`src/rtl/adder_pkg.sv`:
```
// Shared types and helpers for the adder_accum_n unit.
// Op encoding and signed saturation limits (up to 16 bits).
package adder_pkg;

  typedef enum logic [1:0] {
    OP_ADD = 2'b00,
    OP_SUB = 2'b01,
    OP_ACC = 2'b10,
    OP_CLR = 2'b11
  } op_e;

  localparam int MAX_W = 16;

  // Largest positive signed value for a w-bit word.
  function automatic logic [MAX_W-1:0] sat_pos(input int w);
    return MAX_W'((1 << (w - 1)) - 1);
  endfunction

  // Most negative signed value for a w-bit word.
  function automatic logic [MAX_W-1:0] sat_neg(input int w);
    return MAX_W'(1 << (w - 1));
  endfunction

endpackage

```
`src/rtl/adder_core_n.sv`:
```
// Combinational WIDTH-bit add/subtract with carry and overflow.
// Ports: a, b, sub in; sum, carry (borrow on sub), overflow out.
// Optional ADDER_SAT_EN: signed saturation of sum on overflow.
module adder_core_n
  import adder_pkg::*;
#(
  parameter int WIDTH = 4
) (
  input  logic [WIDTH-1:0] a,
  input  logic [WIDTH-1:0] b,
  input  logic             sub,
  output logic [WIDTH-1:0] sum,
  output logic             carry,
  output logic             overflow
);

  logic [WIDTH-1:0] b_eff;
  logic [WIDTH:0]   raw;

  assign b_eff = sub ? ~b : b;
  assign raw   = {1'b0, a} + {1'b0, b_eff}
               + (WIDTH+1)'(sub);

  // Carry out is inverted into an active-high borrow for sub.
  assign carry = sub ? ~raw[WIDTH] : raw[WIDTH];

  assign overflow = (a[WIDTH-1] == b_eff[WIDTH-1])
                 && (raw[WIDTH-1] != a[WIDTH-1]);

`ifdef ADDER_SAT_EN
  localparam logic [MAX_W-1:0] P16 = sat_pos(WIDTH);
  localparam logic [MAX_W-1:0] N16 = sat_neg(WIDTH);
  localparam logic [WIDTH-1:0] SAT_P = P16[WIDTH-1:0];
  localparam logic [WIDTH-1:0] SAT_N = N16[WIDTH-1:0];

  // Overflow only happens with equal operand signs,
  // so a's sign tells the direction.
  always_comb begin
    sum = raw[WIDTH-1:0];
    if (overflow)
      sum = a[WIDTH-1] ? SAT_N : SAT_P;
  end
`else
  assign sum = raw[WIDTH-1:0];
`endif

endmodule

```
`src/rtl/adder_accum_n.sv`:
```
// Add/sub/accumulate unit with valid/ready in and out, 1-cycle latency.
// Ports: clk, rst (async high), in_valid/in_ready, op, a, b,
//   out_valid/out_ready, result, carry, overflow, acc, op_count.
// Optional ADDER_SAT_EN: signed saturation for ADD, SUB and ACC.
module adder_accum_n
  import adder_pkg::*;
#(
  parameter int WIDTH = 4,
  parameter int CNT_W = 8
) (
  input  logic             clk,
  input  logic             rst,
  input  logic             in_valid,
  output logic             in_ready,
  input  logic [1:0]       op,
  input  logic [WIDTH-1:0] a,
  input  logic [WIDTH-1:0] b,
  output logic             out_valid,
  input  logic             out_ready,
  output logic [WIDTH-1:0] result,
  output logic             carry,
  output logic             overflow,
  output logic [WIDTH-1:0] acc,
  output logic [CNT_W-1:0] op_count
);

  logic             accept;
  logic [WIDTH-1:0] core_a;
  logic [WIDTH-1:0] core_b;
  logic             core_sub;
  logic [WIDTH-1:0] core_sum;
  logic             core_c;
  logic             core_o;
  logic [WIDTH-1:0] nxt_res;
  logic             nxt_c;
  logic             nxt_o;
  logic [WIDTH-1:0] nxt_acc;

  assign in_ready = !out_valid || out_ready;
  assign accept   = in_valid && in_ready;

  adder_core_n #(
    .WIDTH(WIDTH)
  ) u_core (
    .a       (core_a),
    .b       (core_b),
    .sub     (core_sub),
    .sum     (core_sum),
    .carry   (core_c),
    .overflow(core_o)
  );

  // ACC routes the accumulator into the A leg and the a operand into B.
  always_comb begin
    core_a   = a;
    core_b   = b;
    core_sub = 1'b0;
    nxt_res  = core_sum;
    nxt_c    = core_c;
    nxt_o    = core_o;
    nxt_acc  = acc;
    unique case (1'b1)
      (op == OP_ADD): ;
      (op == OP_SUB): core_sub = 1'b1;
      (op == OP_ACC): begin
        core_a  = acc;
        core_b  = a;
        nxt_acc = core_sum;
      end
      (op == OP_CLR): begin
        nxt_res = '0;
        nxt_c   = 1'b0;
        nxt_o   = 1'b0;
        nxt_acc = '0;
      end
      default: ;
    endcase
  end

  always_ff @(posedge clk or posedge rst) begin
    if (rst) begin
      out_valid <= 1'b0;
      result    <= '0;
      carry     <= 1'b0;
      overflow  <= 1'b0;
      acc       <= '0;
      op_count  <= '0;
    end else if (accept) begin
      out_valid <= 1'b1;
      result    <= nxt_res;
      carry     <= nxt_c;
      overflow  <= nxt_o;
      acc       <= nxt_acc;
      op_count  <= op_count + 1'b1;
    end else if (out_ready) begin
      out_valid <= 1'b0;
    end
  end

endmodule

```
`config.mk`:
```
export PLATFORM = sky130hd
export DESIGN_NAME = adder_accum_n
export DESIGN_NICKNAME = d
export VERILOG_FILES = /design/src/rtl/adder_pkg.sv /design/src/rtl/adder_core_n.sv /design/src/rtl/adder_accum_n.sv
export SDC_FILE = /design/constraint.sdc
export NUM_CORES = 1
export LEC_CHECK = 0
export ABC_AREA = 0
export CORE_MARGIN = 2
export CORE_UTILIZATION = 40
export CTS_CLUSTER_DIAMETER = 120
export DETAILED_ROUTE_END_ITERATION = 8
export PLACE_DENSITY = 0.81
export SLEW_MARGIN = 20
export SYNTH_ARGS = -nofsm -noshare
export SYNTH_HDL_FRONTEND = slang
export SYNTH_HIERARCHICAL = 1
export SYNTH_SLANG_ARGS = --single-unit
```
`constraint.sdc`:
```
create_clock -name clk -period 4.91 [get_ports clk]
set_clock_uncertainty 0.15 [all_clocks]
set_input_delay 0.982 -clock clk [delete_from_list [all_inputs] [get_ports clk]]
set_output_delay 0.982 -clock clk [all_outputs]
set_load 0.01 [all_outputs]
```
# --- Word-level counts from Yosys, hierarchy flattened ---
# Index checks and enable logic that the tools add are counted.
classes:
  add_sub_neg: 3
  eq_ne: 5
  muxes: 11
  bitwise: 2
  reduce_logical: 7
ops:
  columns: ["cell", "n"]
  rows:
  - ["$mux W4", 4]
  - ["$add A8 B1 Y8 const B", 1]
  - ["$pmux W4 S2", 1]
  - ["$mux W1", 6]
  - ["$add A4 B4 Y5", 1]
  - ["$add A5 B1 Y5", 1]
  - ["$eq A2 B2 Y1 const B", 2]
  - ["$not A4 Y4", 1]
  - ["$reduce_bool A2 Y1", 2]
  - ["$eq A2 B1 Y1 const B", 1]
  - ["$logic_and A1 B1 Y1", 2]
  - ["$reduce_and A2 Y1", 1]
  - ["$eq A1 B1 Y1", 1]
  - ["$logic_not A1 Y1", 1]
  - ["$logic_or A1 B1 Y1", 1]
  - ["$ne A1 B1 Y1", 1]
  - ["$not A1 Y1", 1]
word_totals:
  reg_bits: 19
  in_bits: 14
  word_cells: 34

# --- Longest topological paths before layout ---
depth:
  word_depth: 9
  ltp_mapped: 10
  depth_no_buf: 9

# --- Hierarchy ---
# Netlist, hierarchy kept.
by_module_without_submodules:
  columns: ["module", "n_inst", "cells_each", "area_each_um2", "seq_area_each_um2"]
  rows:
  - ["adder_accum_n", 1, 85, 952.2, 475.5]
  - ["adder_core_n", 1, 20, 211.5, 0.0]

# --- Worst setup path after synthesis ---
# OpenSTA, ideal clock, no wires.
synth_timing:
  path_type: "input to register"
  from: "input port op[0]"
  to: "register acc[3]"
  setup_time_ns: 0.125
  arrival_ns: 2.856
  required_ns: 4.635
  slack_ns: 1.779
  stages: 10
  path_cell_list: "nand2b_1 -> buf_4 -> mux2_2 -> xor2_1 -> ha_1 -> a21o_1 -> a31oi_4 -> xnor2_1 -> nor2b_1 -> mux2_2"
synth_via:
  elab_chain_cells: 7
synth_rtl:
  columns: ["element", "line_no", "rtl"]
  rows:
  - ["from (decl)", "adder_accum_n.sv:15", "input logic [1:0] op,"]
  - ["$eq A2 B2 Y1 *", "adder_accum_n.sv:65", "(op == OP_ACC): begin"]
  - ["$mux W4 *", "adder_accum_n.sv:62", "unique case (1'b1)"]
  - ["named net core_b[2]", "adder_accum_n.sv:29", "logic [WIDTH-1:0] core_b;"]
  - ["$not A4 Y4", "adder_core_n.sv:20", "assign b_eff = sub ? ~b : b;"]
  - ["$mux W4 *", "adder_core_n.sv:20", null]
  - ["$add A4 B4 Y5 *", "adder_core_n.sv:21", "assign raw = {1'b0, a} + {1'b0, b_eff}"]
  - ["$add A5 B1 Y5 *", "adder_core_n.sv:22", "+ (WIDTH+1)'(sub);"]
  - ["named net core_sum[3]", "adder_accum_n.sv:31", "logic [WIDTH-1:0] core_sum;"]
  - ["$pmux W4 S2 *", "adder_accum_n.sv:62", null]
  - ["to (signal assigned)", "adder_accum_n.sv:93", "acc <= nxt_acc;"]
  - ["to (decl)", "adder_accum_n.sv:23", "output logic [WIDTH-1:0] acc,"]
# The timed path passes the listed nets; every way through them passes the cells marked *.
# A chain may end at the register's enable or synchronous reset.

# --- Worst setup path after layout ---
# Ends and elaborated chain as after synthesis.

==> impl_metrics.toml <==
[timing]
timing.final.crit_period_ps = 3650
setup_viol = 0
hold_viol_final = 0
post-route-period-util_pct = 74.4
slew_viol_final = 0
worst_pin_slew_ps = 699
timing.fmax_ghz = 0.274
rsz0062_at_grt = "no"
slew_headroom_pct = 53.3
tns_ps = 0
hold_ws_ps = 318

[logic_synthesis]
syn_nets = 124
yosys_warnings = 6
synth_area_mm2 = 0.00116
avgSynthCellArea_um2 = 11.1
synth.distinct_cells = 26
synth_cells = 105
ys_seq_elements = 19
ys_seq_area_share_pct = 40.9

[layout]
diodes = 0
final_common_cell = "clkdlybuf4s50_1"
nNetsFinal = 159
most-common-layout-cells = "33 x clkdlybuf4s50_1, 19 x nand2_1, 19 x dfrtp_1, 12 x mux2_2, 8 x nand3_1"
layoutNonFillerInstCount = 170
drive_above_1_share_pct = 16.5
register_area_um2 = 475
syn_to_final_growth_pct = 31.1
nFillCells = 263
multi_input_area_um2 = 651
fin_util_pct = 55.3

[clock_tree]
clkTransAtPathRegs_ps = 110
hold_buffers = 0
cts_resized = 0
clk_latency_ps = 290
cts_tree = "done"
clk_path_buf_depth = 2
clockRootBuffer = "clkbuf_4"
cts_setup_buffers = 0
cts_sinks = 19
cts_made_buffers = 3
cts_max_level = 1

[drt]
wl_um = 2180
drtPass1Iterations = 4
drtAntennaViolNets = 0
drcViolationCount = 0
dr.first_iter.drc_count = 7
vias = 844
wire_per_inst_um = 12.8
via_per_inst = 4.96

[worst_setup_path]
cp-start-kind = "input pin"
ff2ff_setup_slack_ps = 2640
worst_r2r_path_depth = 8
r2r-start = "acc[0]$_DFFE_PP0P_"
max_stage_delay_ps = 570
crit_buf_inv = 1
arrival_ps = 3690
cp.required_ps = 4950
worstPathMaxFanout = 8
critPathTopFamily = "multiplexers"
r2r-end = "carry$_DFFE_PP0P_"
end_kind = "flop"
critPathKind = "in -> reg"
path_cells = "clkdlybuf4s50_1 > nand2b_1 > mux2_2 > xor2_1 > ha_1 > a21o_1 > a31oi_4 > xnor2_1 > nor2b_1 > mux2_2"
crit_top_cell = "mux2_2"
cpMaxStageDelayCell = "clkdlybuf4s50_1"

[floorplan]
fp-row-count = 19
start_util_pct = 42.2
core_mm2 = 0.00276
fp.dieW_um = 57.9
dieArea_mm2 = 0.00336
io_pins = 34
dieHeight_um = 57.9

[power_and_ir_drop]
ir_drop_mv = 0.268
p_leak_nw = 0.694
power.density_mw_per_mm2 = 403
power.total_mw = 0.614

[global_routing]
grt_max_degree = 20
grt_util_all_layers_pct = 13.7
antenna_found_initial = 0
grt_pass1_wl_um = 3580
grt_overflow = 0
grt_pass1_vias = 834

[worst_hold_path]
holdPathStages = 1
min_path_type = "reg -> reg"
hp-start = "op_count[7]$_DFFE_PP0P_"
hold_end = "op_count[7]$_DFFE_PP0P_"

[placement]
gp_congestion = 0.809
dpl.cell_count = 166
hpwl_um = 1760
io_buffers = 33

[status]
status = "completed"

[flow_run]
maxCapViolCount = 0
-- layout make-up --
type                    instances  area share, %
multi-input cells              82           42.7
well taps                      31           2.54
clock buffers                   4           1.72
inverters                       1          0.246
flip-flops and latches         19           31.2
repair buffers                 33           21.7
-- report_power, final --
| part | internal [mW] | switching (mW) |
|---|---|---|
| combinational | 0.165 | 0.113 |
| clock | 0.0316 | 0.0459 |
| sequential | 0.204 | 0.0554 |
| total | 0.400 | 0.214 |
-- worst max path at each step --
stage	startpoint	endpoint	slack (ps)	cells past startpoint
after CTS	op[0]	acc[3]$_DFFE_PP0P_	1220	10
after floorplan	op[0]	acc[3]$_DFFE_PP0P_	1780	10
after global routing	op[0]	carry$_DFFE_PP0P_	1100	10
after detailed placement	op[0]	acc[3]$_DFFE_PP0P_	900	10
after global placement	op[0]	acc[3]$_DFFE_PP0P_	990	10
final	op[0]	acc[3]$_DFFE_PP0P_	1260	10
-- layer usage --
| metal | part of all wire [%] | vias up | wire length (µm) | global-route usage (%) |
|---|---|---|---|---|
| li1 | - | 418 | - | - |
| met1 | 42 | 395 | 908 | 16.2 |
| met2 | 52 | 29 | 1120 | 25.2 |
| met3 | 6.3 | 2 | 138 | 2.46 |
| met4 | 0.18 | 0 | 4 | 3.99 |
| met5 | 0 | - | 0 | 0 |
-- synth_stat cells --
master	n	share of area [%]
a21o_1	2	1.3
a21oi_1	1	0.43
a31oi_4	1	1.8
and2_4	1	0.75
and4_1	1	0.75
buf_4	1	0.65
buf_6	1	0.97
buf_8	1	1.3
dfrtp_1	19	41
fa_1	1	1.7
ha_1	4	4.3
inv_1	1	0.32
mux2_2	12	12
mux2_4	2	2.6
nand2_1	19	6.1
nand2_4	1	0.97
nand2b_1	2	1.1
nand2b_4	1	1.2
nand3_1	8	3.4
nand4_1	2	1.1
nand4_4	1	1.8
nor2_1	2	0.65
nor2_2	1	0.54
nor2b_1	6	3.2
xnor2_1	7	5.3
xor2_1	7	5.3
-- stage by stage --
| stage | worst slack [ps] | instance area (µm²) |
|---|---|---|
| CTS | 1220 | 1530 |
| global route | 1100 | 1530 |
| floorplan | 1780 | 1160 |
| finish | 1260 | 1530 |
| detailed placement | 903 | 1500 |
| global placement | 987 | 1500 |
-- state kept, by name, indices dropped and copies added, names as in the netlist --
| name | flops |
|---|---|
| op_count | 8 |
| carry | 1 |
| overflow | 1 |
| out_valid | 1 |
| acc | 4 |
| result | 4 |
-- kinds of logic after synthesis --
logic type / share of synthesized area (%)
adder cells (fa/ha/maj): 6.02
AND/OR/NAND/NOR: 21.6
buffers and inverters: 3.23
XOR/XNOR: 10.5
flip-flops: 40.9
multiplexers: 14.2
AO/OA/AOI/OAI: 3.55
Note: power is estimated with default switching activity, not from simulation.
